===== src/rtl/stream_fifo_pkt.sv =====
// Single-clock valid/ready stream FIFO with show-ahead output, fill level, almost flags,
// synchronous flush and an optional packet mode that holds output until a whole packet is stored.
module stream_fifo_pkt #(
    parameter int DATA_WIDTH    = 32,
    parameter int FIFO_LEN      = 16,
    parameter int PACKET_MODE   = 0,
    parameter int AFULL_THRESH  = FIFO_LEN - 2,
    parameter int AEMPTY_THRESH = 2,
    parameter int LVL_WIDTH     = $clog2(FIFO_LEN + 1)
) (
    input  logic                  ACLK,
    input  logic                  ARESET,
    input  logic                  flush_i,
    input  logic [DATA_WIDTH-1:0] data_i,
    input  logic                  last_i,
    input  logic                  valid_i,
    output logic                  ready_o,
    output logic [DATA_WIDTH-1:0] data_o,
    output logic                  last_o,
    output logic                  valid_o,
    input  logic                  ready_i,
    output logic [LVL_WIDTH-1:0]  level_o,
    output logic                  almost_full_o,
    output logic                  almost_empty_o,
    output logic [LVL_WIDTH-1:0]  pkt_count_o
);

    localparam int PTR_W = (FIFO_LEN > 2) ? $clog2(FIFO_LEN) : 1;
    localparam logic [PTR_W-1:0]     LAST_PTR   = PTR_W'(FIFO_LEN - 1);
    localparam logic [LVL_WIDTH-1:0] FULL_LVL   = LVL_WIDTH'(FIFO_LEN);
    localparam logic [LVL_WIDTH-1:0] AFULL_LVL  = LVL_WIDTH'(AFULL_THRESH);
    localparam logic [LVL_WIDTH-1:0] AEMPTY_LVL = LVL_WIDTH'(AEMPTY_THRESH);

    // Each entry carries the payload with the last flag in the top bit.
    logic [DATA_WIDTH:0]    mem_reg [FIFO_LEN];
    logic [PTR_W-1:0]       wr_ptr_reg, wr_ptr_next;
    logic [PTR_W-1:0]       rd_ptr_reg, rd_ptr_next;
    logic [LVL_WIDTH-1:0]   level_reg, level_next;
    logic [LVL_WIDTH-1:0]   pkt_count_reg, pkt_count_next;
    logic [DATA_WIDTH:0]    head_entry;
    logic                   clear;
    logic                   wr_en;
    logic                   rd_en;
    logic                   presentable;

    assign clear = ARESET | flush_i;

    // Asynchronous read at the read pointer gives show-ahead with one cycle write-to-read latency.
    assign head_entry = mem_reg[rd_ptr_reg];
    assign data_o     = head_entry[DATA_WIDTH-1:0];
    assign last_o     = head_entry[DATA_WIDTH];

    // Full term releases packets longer than the FIFO so they stream instead of deadlocking.
    always_comb begin
        presentable = 1'b1;
        if (PACKET_MODE != 0) begin
            presentable = (pkt_count_reg != '0) | (level_reg == FULL_LVL);
        end
    end

    assign ready_o = ~clear & (level_reg < FULL_LVL);
    assign valid_o = ~clear & (level_reg != '0) & presentable;

    assign wr_en = valid_i & ready_o;
    assign rd_en = valid_o & ready_i;

    assign level_o        = ARESET ? '0 : level_reg;
    assign pkt_count_o    = ARESET ? '0 : pkt_count_reg;
    assign almost_full_o  = (level_o >= AFULL_LVL);
    assign almost_empty_o = (level_o <= AEMPTY_LVL);

    always_comb begin
        wr_ptr_next = wr_ptr_reg;
        if (wr_en) begin
            wr_ptr_next = (wr_ptr_reg == LAST_PTR) ? '0 : wr_ptr_reg + 1'b1;
        end
    end

    always_comb begin
        rd_ptr_next = rd_ptr_reg;
        if (rd_en) begin
            rd_ptr_next = (rd_ptr_reg == LAST_PTR) ? '0 : rd_ptr_reg + 1'b1;
        end
    end

    always_comb begin
        level_next = level_reg;
        case ({wr_en, rd_en})
            2'b10:   level_next = level_reg + 1'b1;
            2'b01:   level_next = level_reg - 1'b1;
            default: level_next = level_reg;
        endcase
    end

    always_comb begin
        pkt_count_next = pkt_count_reg;
        case ({wr_en & last_i, rd_en & last_o})
            2'b10:   pkt_count_next = pkt_count_reg + 1'b1;
            2'b01:   pkt_count_next = pkt_count_reg - 1'b1;
            default: pkt_count_next = pkt_count_reg;
        endcase
    end

    always_ff @(posedge ACLK) begin
        if (clear) begin
            wr_ptr_reg    <= '0;
            rd_ptr_reg    <= '0;
            level_reg     <= '0;
            pkt_count_reg <= '0;
        end else begin
            wr_ptr_reg    <= wr_ptr_next;
            rd_ptr_reg    <= rd_ptr_next;
            level_reg     <= level_next;
            pkt_count_reg <= pkt_count_next;
        end
    end

    // Storage is never cleared; wr_en is already gated off during reset and flush.
    always_ff @(posedge ACLK) begin
        if (wr_en) begin
            mem_reg[wr_ptr_reg] <= {last_i, data_i};
        end
    end

endmodule


===== config.mk =====
export PLATFORM = sky130hd
export DESIGN_NAME = stream_fifo_pkt
export DESIGN_NICKNAME = d
export VERILOG_FILES = /design/src/rtl/stream_fifo_pkt.sv
export SDC_FILE = /design/constraint.sdc
export NUM_CORES = 1
export LEC_CHECK = 0
export ABC_AREA = 1
export CORE_MARGIN = 2
export CORE_UTILIZATION = 61
export CTS_CLUSTER_DIAMETER = 80
export DETAILED_ROUTE_END_ITERATION = 6
export PLACE_DENSITY = 0.84
export SLEW_MARGIN = 30
export SYNTH_ARGS = -nofsm -noshare
export SYNTH_HDL_FRONTEND = slang
export SYNTH_SLANG_ARGS = --single-unit
export TNS_END_PERCENT = 5

===== constraint.sdc =====
create_clock -name ACLK -period 3.5 [get_ports ACLK]
set_input_delay 0.7 -clock ACLK [delete_from_list [all_inputs] [get_ports ACLK]]
set_output_delay 0.7 -clock ACLK [all_outputs]
set_load 0.02 [all_outputs]

==> out/metrics.csv, run 1 <==
stage,metric,value,unit
status,status,completed,
detailed_routing,number of remaining DRC errors,0,
detailed_routing,DRT Pass-1 Iters,6,
clock_network,# H-tree levels,2,
finish,most frequent cells in the layout,"edfxtp_1 (528), nor2_1 (477), nand3_1 (213), o21ai_0 (136), o21ai_1 (117)",
yosys,sequential fraction of the synthesis area,72.5,%
worst_setup_path,crit-path max FO,39,
floorplan,# rows,70,
sta,setup TNS,0,ns
finish,area delta synth->final,15.4,%
pwr,Leakage Power,8.88,nW
global_route,GRT Overall Usage,29.1,%
finish,register area,16300,um^2
clock_network,clock buffer depth,3,
yosys,Syn Std Cell Area,22500,um^2
pwr,P_sw,0.00258,W
yosys,Synth Warn #,0,
clock_network,CTS Root Cell,clkbuf_16,
global_route,grt ovf,0,
yosys,Yosys reg bits,550,
yosys,top-area cell type share of the netlist area,70.6,%
worst_setup_path,crit path kind,register to output port,
floorplan,Die ar.,38400,um^2
finish,"commonest non-fill, non-tap cell in the layout",edfxtp_1,
global_route,first-pass GRT wire length,85100,um
floorplan,Top Ports,85,
finish,Fill cells,2292,
worst_setup_path,Critical Path Max Stage Delay,0.61,ns
worst_setup_path,critical path depth in cells,10,
placed_design,final weighted congestion in routability-driven placement,0.808,
sta,min Tclk post-route,3.45,ns
detailed_routing,DR vias/cell,6.18,
worst_setup_path,worst-path cell chain,buf_12 > inv_16 > buf_12 > nor2_1 > nor2_1 > o21ai_0 > nand3_1 > nand3_1 > nand2_1 > clkdlybuf4s50_1,
global_route,largest net degree at the start of global routing,120,
run,Max Cap Viol,0,
worst_setup_path,CP Launch Type,register,
worst_setup_path,Worst path slowest cell,clkdlybuf4s50_1,
worst_setup_path,Top delay family on crit path,buffers and inverters,
sta,clock skew,0.0282,ns
yosys,Yosys cell types,30,
yosys,Syn Inst Count,1883,
pwr,Power Dens Cells,510,nW/um^2
finish,area of the multi-input gates,5410,um^2
finish,fin nets,2028,
yosys,"top cells by area, synth","edfxtp_1 (71%), nor2_1 (8.2%), nand3_1 (4.7%), o21ai_0 (3.0%), o21ai_1 (2.6%)",
detailed_routing,DR iter-0 viols,1821,
worst_setup_path,RR Endpoint,pkt_count_reg[4],
floorplan,Initial Util,61.7,%
yosys,Mapped Nets,1936,
floorplan,die height,196,um
global_route,initial antenna violation count,0,
sta,Least-Margin Pin Slew,0.755,ns
sta,RSZ-0062 raised after global routing,true,
placed_design,# placed instances,2384,
worst_setup_path,CP Capture Point,data_o[23],
finish,fin cells,2484,
finish,max reg flops,528,
detailed_routing,"antenna viol nets, final",0,
sta,final hold violation count,0,
clock_network,"Clk pin slew, worst setup/hold paths",0.06,ns
pwr,combinational share of power,2.2,%
pwr,sequential share of power,54.7,%
placed_design,"worst slack, placed",0.207,ns
placed_design,PortBufs,84,
detailed_routing,Vias,15342,
detailed_routing,routed length per placed instance,22.3,um
hold_path,Hold Crit Class,register to register,
clock_network,cts bufs inserted,52,
worst_setup_path,CP Buf/Inv Count,4,
sta,Final setup viols,0,
pwr,net switching share of the total power,19.5,%
sta,slew margin rel.,49.6,%
sta,final worst slack,0.0460,ns
clock_network,Clock Sinks,550,
clock_network,later-pin clock latency in the skew report,0.58,ns
placed_design,DP Wirelength,28500,um
global_route,vias in the first global route,15735,
finish,share of layout cells above drive strength 1,9.72,%
pwr,Clock Power Share,43.1,%
floorplan,core area,36400,um^2
worst_setup_path,reg2reg setup slack,0.61,ns
worst_setup_path,CP arrival,2.75,ns
pwr,P_int,0.0106,W
worst_setup_path,CP Data Required Time,2.80,ns
pwr,peak supply drop,0.452,mV
worst_setup_path,CP endpoint kind,output port,
pwr,Pwr Total,0.0132,W
worst_setup_path,R2R depth,19,
yosys,syn avg cell area,11.9,um^2
finish,antenna cell count,0,
detailed_routing,Routed Wire Length,55400,um
clock_network,CTS tree,done,
sta,final period utilization,98.7,%
sta,Max Clk Rate,290,MHz
floorplan,Die Wd,196,um
yosys,biggest area consumer among synthesized cells,edfxtp_1,
sta,Max Slew Vio Count,0,
[synthesized netlist by cell type]
library cell / n
nand4_1: 3
a31o_2: 1
inv_6: 1
ha_1: 13
a21oi_1: 18
nand2_1: 114
edfxtp_1: 528
buf_6: 23
fa_1: 2
xnor2_1: 2
buf_1: 18
o21ai_1: 117
inv_2: 1
nor2_1: 492
buf_12: 1
clkbuf_1: 41
clkinv_1: 1
or2_2: 2
dfxtp_1: 22
buf_2: 25
inv_1: 58
buf_8: 1
xor2_1: 2
a31oi_1: 1
o211ai_1: 13
o21ai_0: 136
nor2_2: 31
nand3_2: 1
nor3_1: 2
nand3_1: 213
[power groups by stage]
stage,clock network (W),logic [W],registers (W)
floorplan,0,0.000104,0.00737
global placement,0,0.000278,0.00737
detailed placement,0,0.000287,0.00737
CTS,0.00571,0.000293,0.00723
global route,0.00596,0.000320,0.00723
finish,0.00569,0.000295,0.00723
[cell type report]
class	count	share of cell area, %
well taps	468	2.26
multi-input cells	1163	20.9
clock inverters	33	1.46
inverters	61	0.956
repair buffers	147	6.38
flip-flops and latches	550	62.9
clock buffers	62	5.17
[worst min-delay path, stage by stage, from the launching register on]
cell and delay (ns):
dfxtp_1 0.32, nand2_1 0.07, a21oi_1 0.06
[cells by family after synthesis]
| kind of cell | count (synthesis) | share of synthesized area, % |
|---|---|---|
| XOR/XNOR | 4 | 0.156 |
| adder cells (fa/ha/maj) | 15 | 0.902 |
| AO/OA/AOI/OAI | 286 | 6.54 |
| buffers and inverters | 170 | 3.89 |
| flip-flops | 550 | 72.5 |
| AND/OR/NAND/NOR | 858 | 16.0 |
[what timing repair did]
action                                  4_1_cts  5_1_grt
hold buffers                                  0        0
gates resized for setup                       7        8
cloned                                        2        0
endpoints found under the setup margin       28       27
setup buffers                                 1        2
[routing by layer]
| layer | track usage (%) | part of all wire (%) |
|---|---|---|
| met5 | 0 | 0 |
| met4 | 14.9 | 4.1 |
| met3 | 4.59 | 11 |
| met2 | 48.3 | 49 |
| met1 | 37.8 | 36 |
[worst min path at each step]
stage                startpoint  depth (start not counted)  slack (ns)          endpoint
2_1_floorplan  pkt_count_reg[0]                          1        0.44  pkt_count_reg[0]
3_3_place_gp   pkt_count_reg[0]                          1        0.47  pkt_count_reg[0]
3_5_place_dp   pkt_count_reg[4]                          2        0.48  pkt_count_reg[4]
4_1_cts        pkt_count_reg[0]                          1        0.50  pkt_count_reg[0]
5_1_grt        pkt_count_reg[0]                          1        0.51  pkt_count_reg[0]
6_report       pkt_count_reg[4]                          2        0.50  pkt_count_reg[4]
[metrics by stage]
stage / hold WS, ns / cell area [um^2] / util [%]
6_report: 0.501 / 25900 / 71.1
5_1_grt: 0.514 / 25900 / 71.1
4_1_cts: 0.504 / 25900 / 71.0
3_5_place_dp: 0.485 / 24000 / 66.0
3_3_place_gp: 0.473 / 24000 / 66.0
2_1_floorplan: 0.443 / 22500 / -
Note: power is estimated with default switching activity, not from simulation.
==> run 2: changes to the inputs <==
--- a/config.mk
+++ b/config.mk
@@ -6,11 +6,12 @@
 export NUM_CORES = 1
 export LEC_CHECK = 0
 export ABC_AREA = 1
-export CORE_MARGIN = 2
-export CORE_UTILIZATION = 61
+export CORE_MARGIN = 5
+export CORE_UTILIZATION = 40
 export CTS_CLUSTER_DIAMETER = 80
 export DETAILED_ROUTE_END_ITERATION = 6
-export PLACE_DENSITY = 0.84
+export GPL_TIMING_DRIVEN = 0
+export PLACE_DENSITY = 0.6
 export SLEW_MARGIN = 30
 export SYNTH_ARGS = -nofsm -noshare
 export SYNTH_HDL_FRONTEND = slang
==> out/metrics.csv, run 2 (same netlist as run 1, synthesis figures left out) <==
stage,metric,value,unit
sta,Final setup viols,4,
placed_design,final weighted congestion in routability-driven placement,0.820,
sta,slew margin rel.,37.7,%
pwr,peak supply drop,0.327,mV
run,Max Cap Viol,0,
floorplan,Top Ports,85,
sta,RSZ-0062 raised after global routing,true,
hold_path,Worst Hold Depth,1,
placed_design,PortBufs,84,
sta,hold slack,0.497,ns
detailed_routing,DR iter-0 viols,1674,
global_route,initial antenna violation count,0,
finish,register area,16300,um^2
pwr,Power Dens Cells,496,nW/um^2
worst_setup_path,crit path kind,register to output port,
worst_setup_path,CP arrival,2.91,ns
worst_setup_path,Worst path slowest cell,clkdlybuf4s50_1,
worst_setup_path,worst-path cell chain,inv_1 > clkbuf_2 > clkbuf_2 > nand3_1 > nand3_1 > nand2_1 > clkdlybuf4s50_1,
worst_setup_path,CP Buf/Inv Count,4,
sta,final period utilization,103,%
worst_setup_path,R2R depth,21,
hold_path,Hold Crit Class,register to register,
clock_network,CTS Hold Bufs,0,
sta,clock skew,0.0172,ns
status,failing checks,setup timing,
finish,max reg flops,528,
sta,Max Clk Rate,277,MHz
placed_design,"worst slack, placed",-0.0227,ns
detailed_routing,Vias,15124,
detailed_routing,Routed Wire Length,64300,um
global_route,grt ovf,0,
sta,Least-Margin Pin Slew,0.934,ns
floorplan,Die Wd,247,um
finish,area of the multi-input gates,5410,um^2
worst_setup_path,crit-path max FO,10,
clock_network,later-pin clock latency in the skew report,0.61,ns
worst_setup_path,Critical Path Max Stage Delay,0.60,ns
clock_network,clock buffer depth,3,
worst_setup_path,Top delay family on crit path,buffers and inverters,
floorplan,core area,55400,um^2
pwr,Leakage Power,9.27,nW
global_route,largest net degree at the start of global routing,34,
sta,final worst slack,-0.105,ns
finish,area delta synth->final,20.1,%
floorplan,Initial Util,40.5,%
finish,Fill cells,4857,
finish,"commonest non-fill, non-tap cell in the layout",edfxtp_1,
finish,antenna cell count,0,
global_route,GRT Overall Usage,20.9,%
worst_setup_path,CP endpoint kind,output port,
worst_setup_path,critical path depth in cells,7,
floorplan,# rows,86,
detailed_routing,DRT Pass-1 Iters,5,
worst_setup_path,CP Data Required Time,2.80,ns
global_route,vias in the first global route,14615,
clock_network,cts bufs inserted,58,
clock_network,# H-tree levels,2,
clock_network,CTS tree,done,
finish,fin cells,2848,
floorplan,Die ar.,61000,um^2
detailed_routing,"antenna viol nets, final",0,
worst_setup_path,CP Launch Type,register,
global_route,first-pass GRT wire length,94700,um
detailed_routing,number of remaining DRC errors,0,
placed_design,DP Wirelength,42800,um
finish,share of layout cells above drive strength 1,11.5,%
clock_network,"Clk pin slew, worst setup/hold paths",0.06,ns
status,status,"complete, but fails checks",
sta,Max Slew Vio Count,0,
clock_network,Clock Sinks,550,
clock_network,CTS Root Cell,clkbuf_16,
sta,min Tclk post-route,3.61,ns
placed_design,# placed instances,2744,
detailed_routing,routed length per placed instance,22.6,um
finish,most frequent cells in the layout,"edfxtp_1 (528), nor2_1 (477), nand3_1 (213), o21ai_0 (136), o21ai_1 (117)",
sta,setup TNS,-0.310,ns
sta,final hold violation count,0,
finish,fin nets,2108,
detailed_routing,DR vias/cell,5.31,
floorplan,die height,247,um
## run 2: stage by stage
step           power, W  cell area, um^2  utilization (%)
2_1_floorplan   0.00748            22500                -
3_3_place_gp    0.00767            24200             43.7
3_5_place_dp    0.00768            25100             45.3
4_1_cts          0.0135            27000             48.6
5_1_grt          0.0138            27000             48.7
6_report         0.0134            27000             48.7
## run 2: path summary, 6_finish.rpt
path                          from               end  slack [ns]
setup / recovery          register        data_o[21]       -0.11
hold / removal    pkt_count_reg[0]  pkt_count_reg[0]        0.50
setup reg to reg          register  pkt_count_reg[4]        0.46
hold reg to reg   pkt_count_reg[0]  pkt_count_reg[0]        0.50
## run 2: power by group
| group | leakage [nW] | switching (W) | internal (W) | total [W] |
|---|---|---|---|---|
| combinational | 3.47 | 0.000208 | 0.0000967 | 0.000305 |
| clock | 0.869 | 0.00247 | 0.00338 | 0.00585 |
| sequential | 4.93 | 0.00000591 | 0.00723 | 0.00723 |
| total | 9.27 | 0.00268 | 0.0107 | 0.0134 |
## run 2: per-layer routing
layer	part of all wire, %	global-route usage, %	vias up
met5	0	0	-
met2	47	33.9	682
li1	-	-	6973
met3	8.5	3.97	105
met1	41	28.5	7364
met4	3.1	7.07	0
## run 2: cell type report
type | count | area share (%)
buffer | 108 | 2.64
clock buffer | 87 | 5.97
clock inverter | 18 | 0.631
inverter | 61 | 0.900
multi-input combinational | 1163 | 20.0
sequential | 550 | 60.4
tap | 748 | 3.47
timing repair buffer | 113 | 5.94
## run 2: repair_timing
item / in CTS / in global routing
endpoints found under the setup margin: 33 / 14
gates resized for setup: 70 / 13
setup buffers: 0 / 0
==> run 3: changes to the inputs <==
--- a/config.mk
+++ b/config.mk
@@ -5,7 +5,6 @@
 export SDC_FILE = /design/constraint.sdc
 export NUM_CORES = 1
 export LEC_CHECK = 0
-export ABC_AREA = 1
 export CORE_MARGIN = 5
 export CORE_UTILIZATION = 40
 export CTS_CLUSTER_DIAMETER = 80
==> out/metrics.csv, run 3 <==
stage,metric,value,unit
sta,RSZ-0062 raised after global routing,true,
floorplan,# rows,84,
yosys,Yosys reg bits,550,
yosys,"top cells by count, synth","edfxtp_1 (528), mux4_2 (130), a22oi_1 (64)",
floorplan,die height,240,um
placed_design,# placed instances,1819,
global_route,initial antenna violation count,2,
yosys,predominant post-synthesis flop cell,edfxtp_1,
detailed_routing,number of remaining DRC errors,0,
clock_network,cts bufs inserted,55,
finish,antenna cell count,0,
floorplan,core area,52400,um^2
yosys,asr flop ratio synth,0,%
floorplan,Die Wd,240,um
yosys,Adder-Cell Fraction of Synth Area,0.959,%
pwr,Pwr Total,0.0132,W
pwr,Power Dens Cells,513,nW/um^2
floorplan,Initial Util,40.3,%
yosys,biggest area consumer among synthesized cells,edfxtp_1,
finish,share of layout cells above drive strength 1,26.8,%
worst_setup_path,crit-path max FO,10,
yosys,top-area cell type share of the netlist area,75.0,%
placed_design,dpl cell area,23800,um^2
placed_design,final weighted congestion in routability-driven placement,0.723,
placed_design,DP Wirelength,31600,um
sta,Max Clk Rate,293,MHz
yosys,Mapped Nets,1050,
sta,Final setup viols,0,
clock_network,CTS Hold Bufs,0,
sta,clock skew,0.0226,ns
finish,final instance area,25700,um^2
yosys,"EDFF count, synth",528,
sta,final period utilization,97.5,%
yosys,largest family of logic cells by synthesized area,multiplexers,
clock_network,clock buffer depth,3,
yosys,Synth Warn #,0,
clock_network,"Clk pin slew, worst setup/hold paths",0.06,ns
finish,area delta synth->final,21.5,%
placed_design,PortBufs,84,
yosys,Synth Area in Simple Gates,2.81,%
hold_path,Hold Crit Class,register to register,
worst_setup_path,CP arrival,2.71,ns
worst_setup_path,crit path kind,register to output port,
yosys,cell with the most instances after synthesis,edfxtp_1,
yosys,complex-gate fraction of the synthesized area,3.08,%
detailed_routing,DR iter-0 viols,850,
finish,fin nets,1241,
yosys,post-synthesis mux area share,14.3,%
floorplan,Die ar.,57500,um^2
pwr,peak supply drop,0.367,mV
global_route,GRT Overall Usage,16.7,%
worst_setup_path,CP Data Required Time,2.80,ns
finish,Fill cells,4259,
finish,Final Util,48.9,%
yosys,Syn Inst Count,997,
yosys,post-synthesis xor/xnor area fraction,0.207,%
clock_network,later-pin clock latency in the skew report,0.60,ns
yosys,Yosys cell types,40,
worst_setup_path,CP Launch Type,register,
worst_setup_path,CP endpoint kind,output port,
status,status,completed,
yosys,syn avg cell area,21.2,um^2
sta,Max Slew Vio Count,0,
yosys,Syn Std Cell Area,21100,um^2
finish,max reg flops,528,
sta,final hold violation count,0,
clock_network,CTS tree,done,
global_route,first-pass GRT wire length,71100,um
detailed_routing,"antenna viol nets, final",0,
clock_network,CTS Root Cell,clkbuf_16,
clock_network,Clock Sinks,550,
detailed_routing,DR vias/cell,5.37,
pwr,Leakage Power,8.13,nW
sta,final worst slack,0.0886,ns
global_route,largest net degree at the start of global routing,18,
sta,Least-Margin Pin Slew,0.703,ns
finish,fin cells,1919,
global_route,grt ovf,0,
floorplan,Top Ports,85,
yosys,"top cells by area, synth","edfxtp_1 (75%), mux4_2 (14%), a22oi_1 (2.3%), dfxtp_1 (2.1%), nand2_1 (0.96%)",
sta,slew margin rel.,52.9,%
placed_design,"worst slack, placed",-0.420,ns
finish,most frequent cells in the layout,"edfxtp_1 (528), mux4_2 (130), clkbuf_16 (57), a22oi_1 (54), nand2_1 (54)",
run,Max Cap Viol,0,
sta,min Tclk post-route,3.41,ns
detailed_routing,Routed Wire Length,47100,um
clock_network,# H-tree levels,2,
yosys,sequential fraction of the synthesis area,77.1,%
global_route,vias in the first global route,10937,
detailed_routing,Vias,10298,
detailed_routing,DRT Pass-1 Iters,5,
finish,"commonest non-fill, non-tap cell in the layout",edfxtp_1,
detailed_routing,routed length per placed instance,24.6,um
==> run 3: path summary, 6_finish.rpt <==
path,from,to,slack (ns),cells past startpoint
worst max register to register,register,pkt_count_reg[4],0.21,12
worst max-delay path,register,data_o[29],0.09,7
worst min-delay path,pkt_count_reg[4],pkt_count_reg[4],0.48,2
worst min register to register,pkt_count_reg[4],pkt_count_reg[4],0.48,2
==> run 3: through the flow <==
step	setup TNS [ns]	hold slack, ns
after floorplan	-85.59	0.441
after detailed placement	-18.45	0.466
after global routing	-0.126	0.526
after CTS	-0.442	0.480
final	0	0.480
after global placement	-1508.02	0.458
==> run 3: power breakdown <==
| group | internal, W | switching [W] | leakage (nW) |
|---|---|---|---|
| registers | 0.00722 | 0.00000414 | 4.93 |
| logic | 0.0000904 | 0.000157 | 2.36 |
| clock network | 0.00333 | 0.00238 | 0.844 |
| total | 0.0106 | 0.00254 | 8.13 |
==> run 3: final cells by class <==
cell class              count  area, um^2  share of cell area, %
flip-flops and latches    550       16300                   63.5
multi-input cells         382        4680                   18.2
repair buffers            134        1630                   6.33
clock buffers              70        1480                   5.75
well taps                 688         861                   3.35
plain buffers              55         434                   1.69
clock inverters            30         265                   1.03
inverters                  10        37.5                  0.146
==> run 3: cells by family after synthesis <==
family / after synthesis
AOI/OAI and AO/OA: 90
xor gates and xnor gates: 5
adders and majority gates: 15
buffers and inverters: 65
DFF: 550
muxes: 139
and+or+nand+nor: 133
==> run 3: worst max-delay path, cell delays in order, from the launching register on <==
cell           delay, ns
dfxtp_1             0.36
buf_6               0.18
buf_12              0.18
buf_6               0.19
mux4_2              0.50
a22oi_1             0.19
nand2_1             0.14
dlygate4sd2_1       0.35
==> run 3: timing repair <==
item                                    in CTS  in global routing
resized for setup                           88                 28
endpoints found under the setup margin      37                 33
buffers inserted                             0                  0
==> run 3: per-layer routing <==
layer  up-vias  part of all wire (%)  track usage [%]
met5         -                 0.025                0
met4         2                   2.3             4.75
met3        78                   5.5             2.91
met2       288                    49             27.3
met1      5398                    43             23.2
li1       4532                     -                -
